**src/rtl/alu_ctrl_decode_stage.sv**
```systemverilog
// ID->EX stage: decodes an RV32I instruction into the ALU's one-hot operation
// select plus its two operands, and registers the result behind a
// valid/ready handshake with stall hold and flush.
module alu_ctrl_decode_stage #(
  parameter int XLEN = 32
) (
  input  logic            clk,
  input  logic            rst_n,
  input  logic            in_valid,
  output logic            in_ready,
  input  logic [31:0]     in_instr,
  input  logic [XLEN-1:0] in_pc,
  input  logic [XLEN-1:0] in_rs1_data,
  input  logic [XLEN-1:0] in_rs2_data,
  input  logic            flush,
  output logic            out_valid,
  input  logic            out_ready,
  output logic [9:0]      alu_ctrl,
  output logic [XLEN-1:0] alu_a,
  output logic [XLEN-1:0] alu_b,
  output logic            illegal
);

  // alu_ctrl bit positions
  localparam int ADD = 0, SUB = 1, SLL = 2, SLT = 3, SLTU = 4;
  localparam int XOR = 5, SRL = 6, SRA = 7, OR = 8, AND = 9;

  localparam logic [6:0] OPC_OP     = 7'b0110011;
  localparam logic [6:0] OPC_IMM    = 7'b0010011;
  localparam logic [6:0] OPC_LUI    = 7'b0110111;
  localparam logic [6:0] OPC_AUIPC  = 7'b0010111;
  localparam logic [6:0] OPC_LOAD   = 7'b0000011;
  localparam logic [6:0] OPC_STORE  = 7'b0100011;
  localparam logic [6:0] OPC_JAL    = 7'b1101111;
  localparam logic [6:0] OPC_JALR   = 7'b1100111;
  localparam logic [6:0] OPC_BRANCH = 7'b1100011;
  localparam logic [6:0] F7_BASE    = 7'b0000000;
  localparam logic [6:0] F7_ALT     = 7'b0100000;

  logic [6:0]      opc, f7;
  logic [2:0]      f3;
  logic [XLEN-1:0] imm_i, imm_s, imm_u, shamt;
  logic            base_ok;

  logic [9:0]      ctrl_d, ctrl_q;
  logic [XLEN-1:0] a_d, a_q, b_d, b_q;
  logic            ill_d, ill_q, vld_q;
  logic            accept;

  assign opc   = in_instr[6:0];
  assign f3    = in_instr[14:12];
  assign f7    = in_instr[31:25];
  assign imm_i = {{20{in_instr[31]}}, in_instr[31:20]};
  assign imm_s = {{20{in_instr[31]}}, in_instr[31:25], in_instr[11:7]};
  assign imm_u = {in_instr[31:12], 12'b0};
  assign shamt = {27'b0, in_instr[24:20]};
  // Non-shift OP-IMM ops ignore the upper immediate; OP needs funct7 = 0.
  assign base_ok = (opc == OPC_IMM) || (f7 == F7_BASE);

  assign in_ready = !vld_q || out_ready;
  assign accept   = in_valid && in_ready;

  // Instruction decode; illegal forces the select to zero so the one-hot
  // guarantee toward the XOR-merging ALU never breaks.
  always_comb begin
    ctrl_d = '0;
    a_d    = in_rs1_data;
    b_d    = in_rs2_data;
    ill_d  = 1'b0;
    case (opc)
      OPC_OP, OPC_IMM: begin
        if (opc == OPC_IMM) b_d = (f3 == 3'b001 || f3 == 3'b101) ? shamt : imm_i;
        case (f3)
          3'b000: if (base_ok) ctrl_d[ADD] = 1'b1;
                  else if (f7 == F7_ALT) ctrl_d[SUB] = 1'b1;
                  else ill_d = 1'b1;
          3'b001: if (f7 == F7_BASE) ctrl_d[SLL] = 1'b1; else ill_d = 1'b1;
          3'b010: if (base_ok) ctrl_d[SLT]  = 1'b1; else ill_d = 1'b1;
          3'b011: if (base_ok) ctrl_d[SLTU] = 1'b1; else ill_d = 1'b1;
          3'b100: if (base_ok) ctrl_d[XOR]  = 1'b1; else ill_d = 1'b1;
          3'b101: if (f7 == F7_BASE) ctrl_d[SRL] = 1'b1;
                  else if (f7 == F7_ALT) ctrl_d[SRA] = 1'b1;
                  else ill_d = 1'b1;
          3'b110: if (base_ok) ctrl_d[OR]   = 1'b1; else ill_d = 1'b1;
          default: if (base_ok) ctrl_d[AND] = 1'b1; else ill_d = 1'b1;
        endcase
      end
      OPC_LUI:   begin ctrl_d[ADD] = 1'b1; a_d = '0;    b_d = imm_u; end
      OPC_AUIPC: begin ctrl_d[ADD] = 1'b1; a_d = in_pc; b_d = imm_u; end
      OPC_LOAD:  begin ctrl_d[ADD] = 1'b1; b_d = imm_i; end
      OPC_STORE: begin ctrl_d[ADD] = 1'b1; b_d = imm_s; end
      OPC_JAL:   begin ctrl_d[ADD] = 1'b1; a_d = in_pc; b_d = 32'd4; end
      OPC_JALR: begin
        a_d = in_pc;
        b_d = 32'd4;
        if (f3 == 3'b000) ctrl_d[ADD] = 1'b1; else ill_d = 1'b1;
      end
      OPC_BRANCH: begin
        case (f3[2:1])
          2'b00:   ctrl_d[SUB]  = 1'b1;
          2'b10:   ctrl_d[SLT]  = 1'b1;
          2'b11:   ctrl_d[SLTU] = 1'b1;
          default: ill_d = 1'b1;
        endcase
      end
      default: ill_d = 1'b1;
    endcase
    if (ill_d) ctrl_d = '0;
  end

  // Output register: flush beats accept, accept beats drain. Select and
  // illegal are cleared whenever the slot empties.
  always_ff @(posedge clk or negedge rst_n) begin
    if (!rst_n) begin
      vld_q  <= 1'b0;
      ctrl_q <= '0;
      a_q    <= '0;
      b_q    <= '0;
      ill_q  <= 1'b0;
    end else if (flush) begin
      vld_q  <= 1'b0;
      ctrl_q <= '0;
      ill_q  <= 1'b0;
    end else if (accept) begin
      vld_q  <= 1'b1;
      ctrl_q <= ctrl_d;
      a_q    <= a_d;
      b_q    <= b_d;
      ill_q  <= ill_d;
    end else if (vld_q && out_ready) begin
      vld_q  <= 1'b0;
      ctrl_q <= '0;
      ill_q  <= 1'b0;
    end
  end

  assign out_valid = vld_q;
  assign alu_ctrl  = ctrl_q;
  assign alu_a     = a_q;
  assign alu_b     = b_q;
  assign illegal   = ill_q;

endmodule

```
**config.mk**
```make
export PLATFORM = sky130hd
export DESIGN_NAME = alu_ctrl_decode_stage
export DESIGN_NICKNAME = d
export VERILOG_FILES = /design/src/rtl/alu_ctrl_decode_stage.sv
export SDC_FILE = /design/constraint.sdc
export NUM_CORES = 1
export LEC_CHECK = 0
export BUFFER_PORTS_ARGS = -buffer_cell sky130_fd_sc_hd__buf_2
export CORE_ASPECT_RATIO = 0.7
export CORE_UTILIZATION = 40
export CTS_CLUSTER_SIZE = 30
export DETAILED_ROUTE_END_ITERATION = 12
export PLACE_DENSITY_LB_ADDON = 0.15
export SLEW_MARGIN = 10
export SYNTH_ARGS = -nofsm -noshare
export SYNTH_HDL_FRONTEND = slang
export SYNTH_SLANG_ARGS = --single-unit
```
**constraint.sdc**
```tcl
create_clock -name clk -period 2.35 [get_ports clk]
set_input_delay 0.3525 -clock clk [delete_from_list [all_inputs] [get_ports clk]]
set_output_delay 0.3525 -clock clk [all_outputs]
set_load 0.1 [all_outputs]
```
# Word level (Yosys, flattened, before mapping)
# Cells that the tools add are included.
dict set report word_totals {
  ramBits 0
  latch_bits 0
  in_bits 133
  elab_cells 86
  mem_count 0
  output_inout_bits 77
  register_bits 76
  romBits 0
}
dict set report op_classes {
  bitwise_logic 1
  add_sub_neg 0
  div 0
  n_reduce_logical 18
  order_cmp 0
  n_eq_ne 18
  mux 44
  shifts 0
  mul 0
}
# operator count
set ops {}
lappend ops {{$pmux 32 s5} 1}
lappend ops {{$mux 32} 2}
lappend ops {{$pmux 32 s2} 1}
lappend ops {{$mux 10} 4}
lappend ops {{$eq 7x6->1 const B} 4}
lappend ops {{$mux 1} 28}
lappend ops {{$eq 7x7->1 const B} 3}
lappend ops {{$eq 7x5->1 const B} 2}
lappend ops {{$eq 3x3->1 const B} 3}
lappend ops {{$eq 7x2->1 const B} 1}
lappend ops {{$logic_not 7->1} 1}
lappend ops {{$reduce_or 7->1} 1}
lappend ops {{$eq 3x2->1 const B} 2}
lappend ops {{$pmux 1 s3} 2}
lappend ops {{$reduce_or 2->1} 3}
lappend ops {{$reduce_or 3->1} 2}
lappend ops {{$mux 5} 1}
lappend ops {{$reduce_or 5->1} 1}
lappend ops {{$eq 2x2->1 const B} 2}
lappend ops {{$mux 2} 2}
lappend ops {{$pmux 1 s4} 1}
lappend ops {{$pmux 2 s2} 1}
lappend ops {{$eq 3x1->1 const B} 1}
lappend ops {{$logic_not 3->1} 1}
lappend ops {{other kinds (8)} 11}

# Longest topological paths before layout
# Gate-level depths: netlist of the first run.
dict set report logic_depth {
  depth_word 8
  mapped_depth 7
  mapped_depth_nobuf 6
}

# Worst setup path before layout of the first run
# Ideal clock, no wire load.
dict set report synth_path {
  kind {flip-flop to flip-flop}
  start {register vld_q (netlist: out_valid)}
  end {register ctrl_q[1] (netlist: alu_ctrl[1])}
  t_arrival_ns 2.785
  required_ns 2.247
  setup_slack_ns -0.539
  path_buffers 0
  stages_incl_launch_ff 7
  period_less_slack_ns 2.889
  setup_time_ns 0.103
  cell_sequence {dfrtp_1 > nor2b_1 > inv_1 > nand3b_1 > a2111oi_4 > nand2_2 > o41ai_2}
}
dict set report synth_via {
  elab_chain_len 5
  elab_cells_between_ends 7
  classes_between {mux (2); reduce/logical (5)}
}
# element line
set synth_lines {}
lappend synth_lines {{start: declaration} 47} ;# logic ill_d, ill_q, vld_q;
lappend synth_lines {{start signal: assignment} 115} ;# vld_q <= 1'b0;
lappend synth_lines {{start signal: assignment} 121} ;# vld_q <= 1'b0;
lappend synth_lines {{start signal: assignment} 125} ;# vld_q <= 1'b1;
lappend synth_lines {{$logic_not 1->1 (*)} 60} ;# assign in_ready = !vld_q || out_ready;
lappend synth_lines {{$logic_or 1x1->1 (*)} 60}
lappend synth_lines {{named net in_ready} 10} ;# output logic in_ready,
lappend synth_lines {{$logic_and 1x1->1 (*)} 61} ;# assign accept = in_valid && in_ready;
lappend synth_lines {{$mux 10} 124} ;# end else if (accept) begin
lappend synth_lines {{$mux 10} 120} ;# end else if (flush) begin
lappend synth_lines {{end signal: assignment} 126} ;# ctrl_q <= ctrl_d;
lappend synth_lines {{end: declaration} 45} ;# logic [9:0] ctrl_d, ctrl_q;
# Mark *: on every way through the listed nets, which the timed path passes. The rest lies on a longest branch.
# A chain may end at the register's enable or synchronous reset.

# Final worst setup path of the first run
dict set report layout_path {
  start {register vld_q (netlist: out_valid)}
  end {register ctrl_q[1] (netlist: alu_ctrl[1])}
}
dict set report layout_via {
  elab_chain_len 5
  elab_cells_between_ends 7
  classes_between {mux (2); reduce/logical (5)}
}
# element line
set layout_lines {}
lappend layout_lines {{$logic_not 1->1} 60}
lappend layout_lines {{$logic_or 1x1->1} 60}
lappend layout_lines {{$logic_and 1x1->1} 61}
lappend layout_lines {{$mux 10} 124}
lappend layout_lines {{$mux 10} 120}
# Parallel ways exist; a longest one is shown, timed or not.

==> metrics.cfg, run 1 <==
[setup_path]
critPathLaunch = out_valid$_DFFE_PN0P_
required_ns = 2.58
cp-end-kind = flip-flop
crit_slowest_cell = dfrtp_4
crit_path_max_fanout = 8
critPathArrivalTime_ns = 2.05
cp_slowest_stage_delay_ns = 0.47
regToRegStartpoint = out_valid$_DFFE_PN0P_
path_class = flip-flop to flip-flop
crit_chain = nor2b_4 > clkinvlp_4 > nand3b_1 > a2111oi_4 > nand2_2 > o41ai_2
critPathLaunchType = flip-flop

[timing]
relSlewSlack_pct = 31.7
drv_slew = 0
post-route-period-util_pct = 77.4
finalSetupViolCount = 0
finalSetupTns_ns = 0
period_minus_slack_ns = 1.82
max_clock_freq_ghz = 0.550
fin_skew_ns = 0.00515
tightest_slew_ns = 1.03
rsz0062_at_grt = false
timing.hold.ws_ns = 0.229
hold_violations = 0

[hold_path]
hold_path.class = input port to flip-flop
min_from = flush

[placed_design]
io_buffers = 209
gp_congestion = 0.882
dpl.hpwl_mm = 9.71
placed_cells = 767

[cts]
cts.sinks = 76
clock_latency_ns = 0.33
cts_buffers = 9
cts_resized = 0
clockBufferDepth = 2
path_clk_slew_ns = 0.06
cts_tree = done
cts_max_level = 3
cts_root_buffer = clkbuf_16

[final_layout]
diodes = 0
layout.cells.non_filler = 784
syn_to_final_growth_pct = 33.8
most-common-layout-cells = buf_2 (208), nor2_1 (89), dfrtp_1 (75)
drive_gt1_share_pct = 40.1
fillCellCount = 962
final_common_cell = buf_2
layout.nets = 784

[yosys]
syn_area_per_cell_um2 = 9.16
synth_cells = 452
ys_async_sr_fraction_pct = 100
muxShareOfSynthArea_pct = 0.242
synth_top_cell_by_area = dfrtp_1
synthAdderAreaFrac_pct = 0
synth_seq_area_share_pct = 45.9
synth_compound_area_share_pct = 25.9
synth_ff_type = dfrtp_1
synthSimpleGateAreaFrac_pct = 21.6
ys_ff_latch = 76
synth_top_family_by_area = compound AO/OA/AOI/OAI gates
synth-xor-area-share_pct = 0.423
syn_nets = 585
ys_types = 56
netlist_area_mm2 = 0.00414
synth_edf_count = 0
synth_top_area_share_pct = 45.9
yosysWarnings = 0
synth_area_leaders = dfrtp_1 (46%), a221oi_1 (12%), nor2_1 (8.1%)

[grt]
track_usage_pct = 25.3
grt_max_degree = 43
first_global_vias = 4234
overflow = 0
antenna_found_initial = 0
grt_first_pass_wirelength_mm = 20.9

[run]
cap_violations = 0

[drt]
drc = 0
totalWireLength_mm = 13.3
wl_per_cell_um = 16.9
vias = 4317
ant_nets = 0
dr.pass1.iters = 5
via_per_inst = 5.51
drt_iter0_markers = 231

[floorplanning]
design.die.area_mm2 = 0.0108
initial_core_util_pct = 42.0
row_count = 30
io_pins = 210
die_w_um = 124
die_y_um = 87.1
coreArea_mm2 = 0.00987

[pwr]
power_density_mw_per_mm2 = 882
p_total_uw = 4880
max-vdd-ir-drop_mv = 0.382
leakage_uw = 0.00260

[outcome]
status = completed

-- flip-flops by register name (all words and copies together), names as in the netlist --
signal     count
alu_a         32
alu_b         32
alu_ctrl      10
illegal        1
out_valid      1
-- layer usage --
metal  vias up  track usage, %  share of wire, %
met2       173            39.3                45
li1       2048               -                 -
met1      2082            33.8                45
met4         0            8.32               1.3
met3        14            7.53               8.7
met5         -               0                 0
-- what timing repair did --
item | in CTS | in global routing
endpoints found under the setup margin | 0 | 0
hold buffers | 1 | 0
setup buffers | 0 | 0
hold endpoints to repair | 34 | 0
-- area by class of cell --
| type | instances | area [µm²] | area share, % |
|---|---|---|---|
| flip-flops and latches | 76 | 1910 | 34.4 |
| multi-input cells | 337 | 2000 | 36.2 |
| clock buffers | 10 | 229 | 4.13 |
| inverters | 4 | 18.8 | 0.339 |
| repair buffers | 223 | 1180 | 21.3 |
| clock inverters | 6 | 41.3 | 0.745 |
| well taps | 128 | 160 | 2.89 |
-- stage by stage --
step,setup WS (ns),instance area [µm²],utilization [%]
2_1_floorplan,0.00112,4160,-
3_3_place_gp,0.355,5260,53.3
3_5_place_dp,0.304,5260,53.3
4_1_cts,0.518,5540,56.1
5_1_grt,0.395,5540,56.1
6_report,0.531,5540,56.1
-- synthesized netlist by cell type, types with 4 or more instances --
library cell and n:
o21ai_1 21, or2_2 4, nand2_1 40, or2_1 14, nor2_1 89, dfrtp_1 76
nor3_1 4, buf_6 9, nand2b_1 4, clkbuf_1 17, buf_2 4, a221oi_1 56
o21ai_0 37, a21oi_1 11, a22oi_1 6
-- worst paths after layout --
kind,slack [ns],cells past startpoint,endpoint
max,0.53,6,alu_ctrl[1]$_DFFE_PN0P_
min,0.23,2,out_valid$_DFFE_PN0P_
max reg2reg,0.53,6,alu_ctrl[1]$_DFFE_PN0P_
min reg2reg,0.47,2,alu_ctrl[9]$_DFFE_PN0P_
max in group asynchronous,1.24,3,alu_b[5]$_DFFE_PN0P_
min in group asynchronous,0.51,2,alu_ctrl[1]$_DFFE_PN0P_
-- kinds of logic (layout without fill, tap and decap cells) --
| family | count (synthesis) | in the layout |
|---|---|---|
| compound gates | 149 | 149 |
| xor+xnor | 2 | 2 |
| buf+inv | 39 | 243 |
| flops | 76 | 76 |
| mux | 1 | 1 |
| simple gates | 185 | 185 |
-- report_power, final --
| group | switching, µW | internal, µW | leakage [µW] | total (µW) |
|---|---|---|---|---|
| clock | 551 | 713 | 0.000124 | 1260 |
| combinational | 1700 | 345 | 0.00158 | 2040 |
| sequential | 90.4 | 1490 | 0.000902 | 1580 |
| total | 2340 | 2540 | 0.00260 | 4880 |
-- critical path: cells and delay by family (launching register included) --
kind                   cells  cell delay (ns)
AO/OA/AOI/OAI              2             0.69
buffers and inverters      1             0.07
flip-flops                 1             0.47
AND/OR/NAND/NOR            3             0.48
No activity file was read; power rests on OpenSTA's default activity.
==> inputs of run 2 (changes only) <==
Clock period 2.35 ns to 1.6 ns, I/O delays scaled along.
==> run 2 against run 1 <==
Effect of this change:
- the flow now finishes with violations (setup timing)
- non-clock buffer count is 55 higher
- combinational power is 56% higher
- first-iteration DRC count is 19% higher
- final cell count is 7.1% higher
- maximum frequency is 6.7% higher
- critical path depth stayed put
- final area is 14% higher
- worst setup slack worse by 0.64 ns
- global-route usage is 0.18 points higher
- utilization is 7.7 points higher
- sequential power is 47% higher
- clock-buffer cell count stayed put
- critical path type unchanged
- largest cell class unchanged
==> metrics.cfg, run 2 (synthesized netlist as in run 1, its figures left out) <==
[cts]
cts_tree = done  ; unchanged
clockBufferDepth = 2  ; unchanged
cts_buffers = 9  ; unchanged
cts_max_level = 3  ; unchanged
cts_root_buffer = clkbuf_16  ; unchanged
clock_latency_ns = 0.33  ; about the same
cts.sinks = 76  ; unchanged
path_clk_slew_ns = 0.06  ; about the same

[timing]
hold_violations = 0  ; unchanged
post-route-period-util_pct = 107  ; was 77.4%
relSlewSlack_pct = 61.9  ; was 31.7%
max_clock_freq_ghz = 0.587  ; was 0.550 GHz
fin_skew_ns = 0.00658  ; was 0.00515 ns
finalSetupViolCount = 30  ; was 0
drv_slew = 0  ; unchanged
finalSetupTns_ns = -1.46  ; was 0 ns
fin_ws_ns = -0.104  ; was 0.531 ns
rsz0062_at_grt = true  ; was false
period_minus_slack_ns = 1.70  ; was 1.82 ns
tightest_slew_ns = 0.570  ; was 1.03 ns

[placed_design]
io_buffers = 209  ; unchanged
dp_slack_ns = -0.295  ; was 0.304 ns
dpl.hpwl_mm = 10.1  ; was 9.71 mm
gp_congestion = 0.845  ; was 0.882
placed_cells = 815  ; was 767

[setup_path]
critPathArrivalTime_ns = 1.93  ; was 2.05 ns
critPathLaunchType = flip-flop  ; unchanged
crit_buf_inv = 1  ; unchanged
r2r_slack_ns = -0.10  ; was 0.53 ns
cp_slowest_stage_delay_ns = 0.47  ; about the same
cp-end-kind = flip-flop  ; unchanged
crit_chain = nor2b_4 > clkinvlp_4 > nand3b_1 > a2111oi_4 > nand2_2 > o41ai_2  ; unchanged
critPathTopFamily = compound AO/OA/AOI/OAI gates  ; unchanged
path_class = flip-flop to flip-flop  ; unchanged
required_ns = 1.83  ; was 2.58 ns
crit_slowest_cell = dfrtp_4  ; unchanged
crit_path_max_fanout = 5  ; was 8

[floorplanning]
die_y_um = 87.1  ; unchanged
design.die.area_mm2 = 0.0108  ; unchanged
io_pins = 210  ; unchanged
coreArea_mm2 = 0.00987  ; unchanged
initial_core_util_pct = 42.0  ; unchanged
die_w_um = 124  ; unchanged
row_count = 30  ; unchanged

[drt]
vias = 4584  ; was 4317
drt_iter0_markers = 275  ; was 231
drc = 0  ; unchanged
wl_per_cell_um = 17.0  ; was 16.9 µm
dr.pass1.iters = 5  ; unchanged
ant_nets = 0  ; unchanged
totalWireLength_mm = 14.3  ; was 13.3 mm
via_per_inst = 5.46  ; was 5.51

[outcome]
violations = setup timing
status = finished, violations left  ; was completed

[final_layout]
regArea_mm2 = 0.00191  ; unchanged
layout.cells.non_filler = 840  ; was 784
layout.nets = 840  ; was 784
multi_input_area_mm2 = 0.00214  ; was 0.00200 mm²
most-common-layout-cells = buf_2 (207), nor2_1 (84), dfrtp_1 (75)  ; was buf_2 (208), nor2_1 (89), dfrtp_1 (75)
syn_to_final_growth_pct = 52.2  ; was 33.8%
diodes = 0  ; unchanged
final_common_cell = buf_2  ; unchanged
fillCellCount = 862  ; was 962
drive_gt1_share_pct = 48.6  ; was 40.1%

[pwr]
power_density_mw_per_mm2 = 1230  ; was 882 mW/mm²
leakage_uw = 0.00299  ; was 0.00260 µW
max-vdd-ir-drop_mv = 1.01  ; was 0.382 mV

[hold_path]
hold_path.class = input port to flip-flop  ; unchanged

[grt]
grt_max_degree = 37  ; was 43
antenna_found_initial = 0  ; unchanged
track_usage_pct = 25.5  ; was 25.3%
overflow = 0  ; unchanged
first_global_vias = 4275  ; was 4234
grt_first_pass_wirelength_mm = 21.1  ; was 20.9 mm

[run]
cap_violations = 0  ; unchanged

==> run 2: changes by cell type in the layout (fill, tap and decap cells not counted), moves of 3 or more <==
cell	previous run	this run
buf_4	12	54
buf_12	2	7
o21ai_1	21	31
o21ai_2	0	17
nor2_2	1	6
nor2_1	89	84
o21ai_0	37	10
clkinvlp_4	4	1
buf_6	0	5
clkbuf_16	9	12
==> run 2: worst paths after layout <==
check | depth (start not counted) | start | endpoint
max in group asynchronous | 3 | rst_n | alu_b[16]$_DFFE_PN0P_
worst max-delay path | 6 | out_valid$_DFFE_PN0P_ | alu_ctrl[1]$_DFFE_PN0P_
worst max register to register | 6 | out_valid$_DFFE_PN0P_ | alu_ctrl[1]$_DFFE_PN0P_
worst min register to register | 2 | alu_ctrl[9]$_DFFE_PN0P_ | alu_ctrl[9]$_DFFE_PN0P_
min in group asynchronous | 2 | rst_n | alu_a[13]$_DFFE_PN0P_
worst min-delay path | 2 | flush | out_valid$_DFFE_PN0P_
==> run 2: cell type report <==
cell class / count / share of cell area, %
Clock buffer: 10 / 3.79
Clock inverter: 6 / 1.51
Inverter: 4 / 0.298
Multi-Input combinational cell: 338 / 33.9
Sequential cell: 76 / 30.2
Tap cell: 128 / 2.54
Timing Repair Buffer: 278 / 27.8
==> run 2: per-stage QoR <==
stage / utilization, % / total power (µW) / hold slack, ns / instance area [µm²]
2_1_floorplan: - / 4710 / -0.0556 / 4190
3_3_place_gp: 57.5 / 5420 / 0.231 / 5670
3_5_place_dp: 57.5 / 5460 / 0.239 / 5670
4_1_cts: 61.6 / 7760 / 0.128 / 6080
5_1_grt: 63.9 / 8050 / 0.148 / 6300
6_report: 63.9 / 7770 / 0.143 / 6300
==> run 2: repair_timing <==
action / in CTS / in global routing
hold buffers: 1 / 0
gates resized for setup: 5 / 53
pin swaps: 1 / 28
gates cloned: 1 / 5
setup endpoints to repair: 53 / 65
setup buffers: 2 / 0
endpoints found under the hold margin: 33 / 0
==> run 2: per-layer routing <==
| layer | share of wire [%] | up-vias | global-route usage, % |
|---|---|---|---|
| met2 | 46 | 181 | 40.5 |
| met4 | 1.3 | 0 | 6.13 |
| li1 | - | 2158 | - |
| met3 | 6.4 | 23 | 4.71 |
| met1 | 46 | 2222 | 36.0 |
| met5 | 0 | - | 0 |
==> run 2: power by group <==
| part | leakage [µW] | total (µW) | internal, µW | switching [µW] |
|---|---|---|---|---|
| Sequential | 0.000902 | 2330 | 2180 | 147 |
| Clock | 0.000163 | 2260 | 1420 | 841 |
| Combinational | 0.00193 | 3180 | 631 | 2550 |
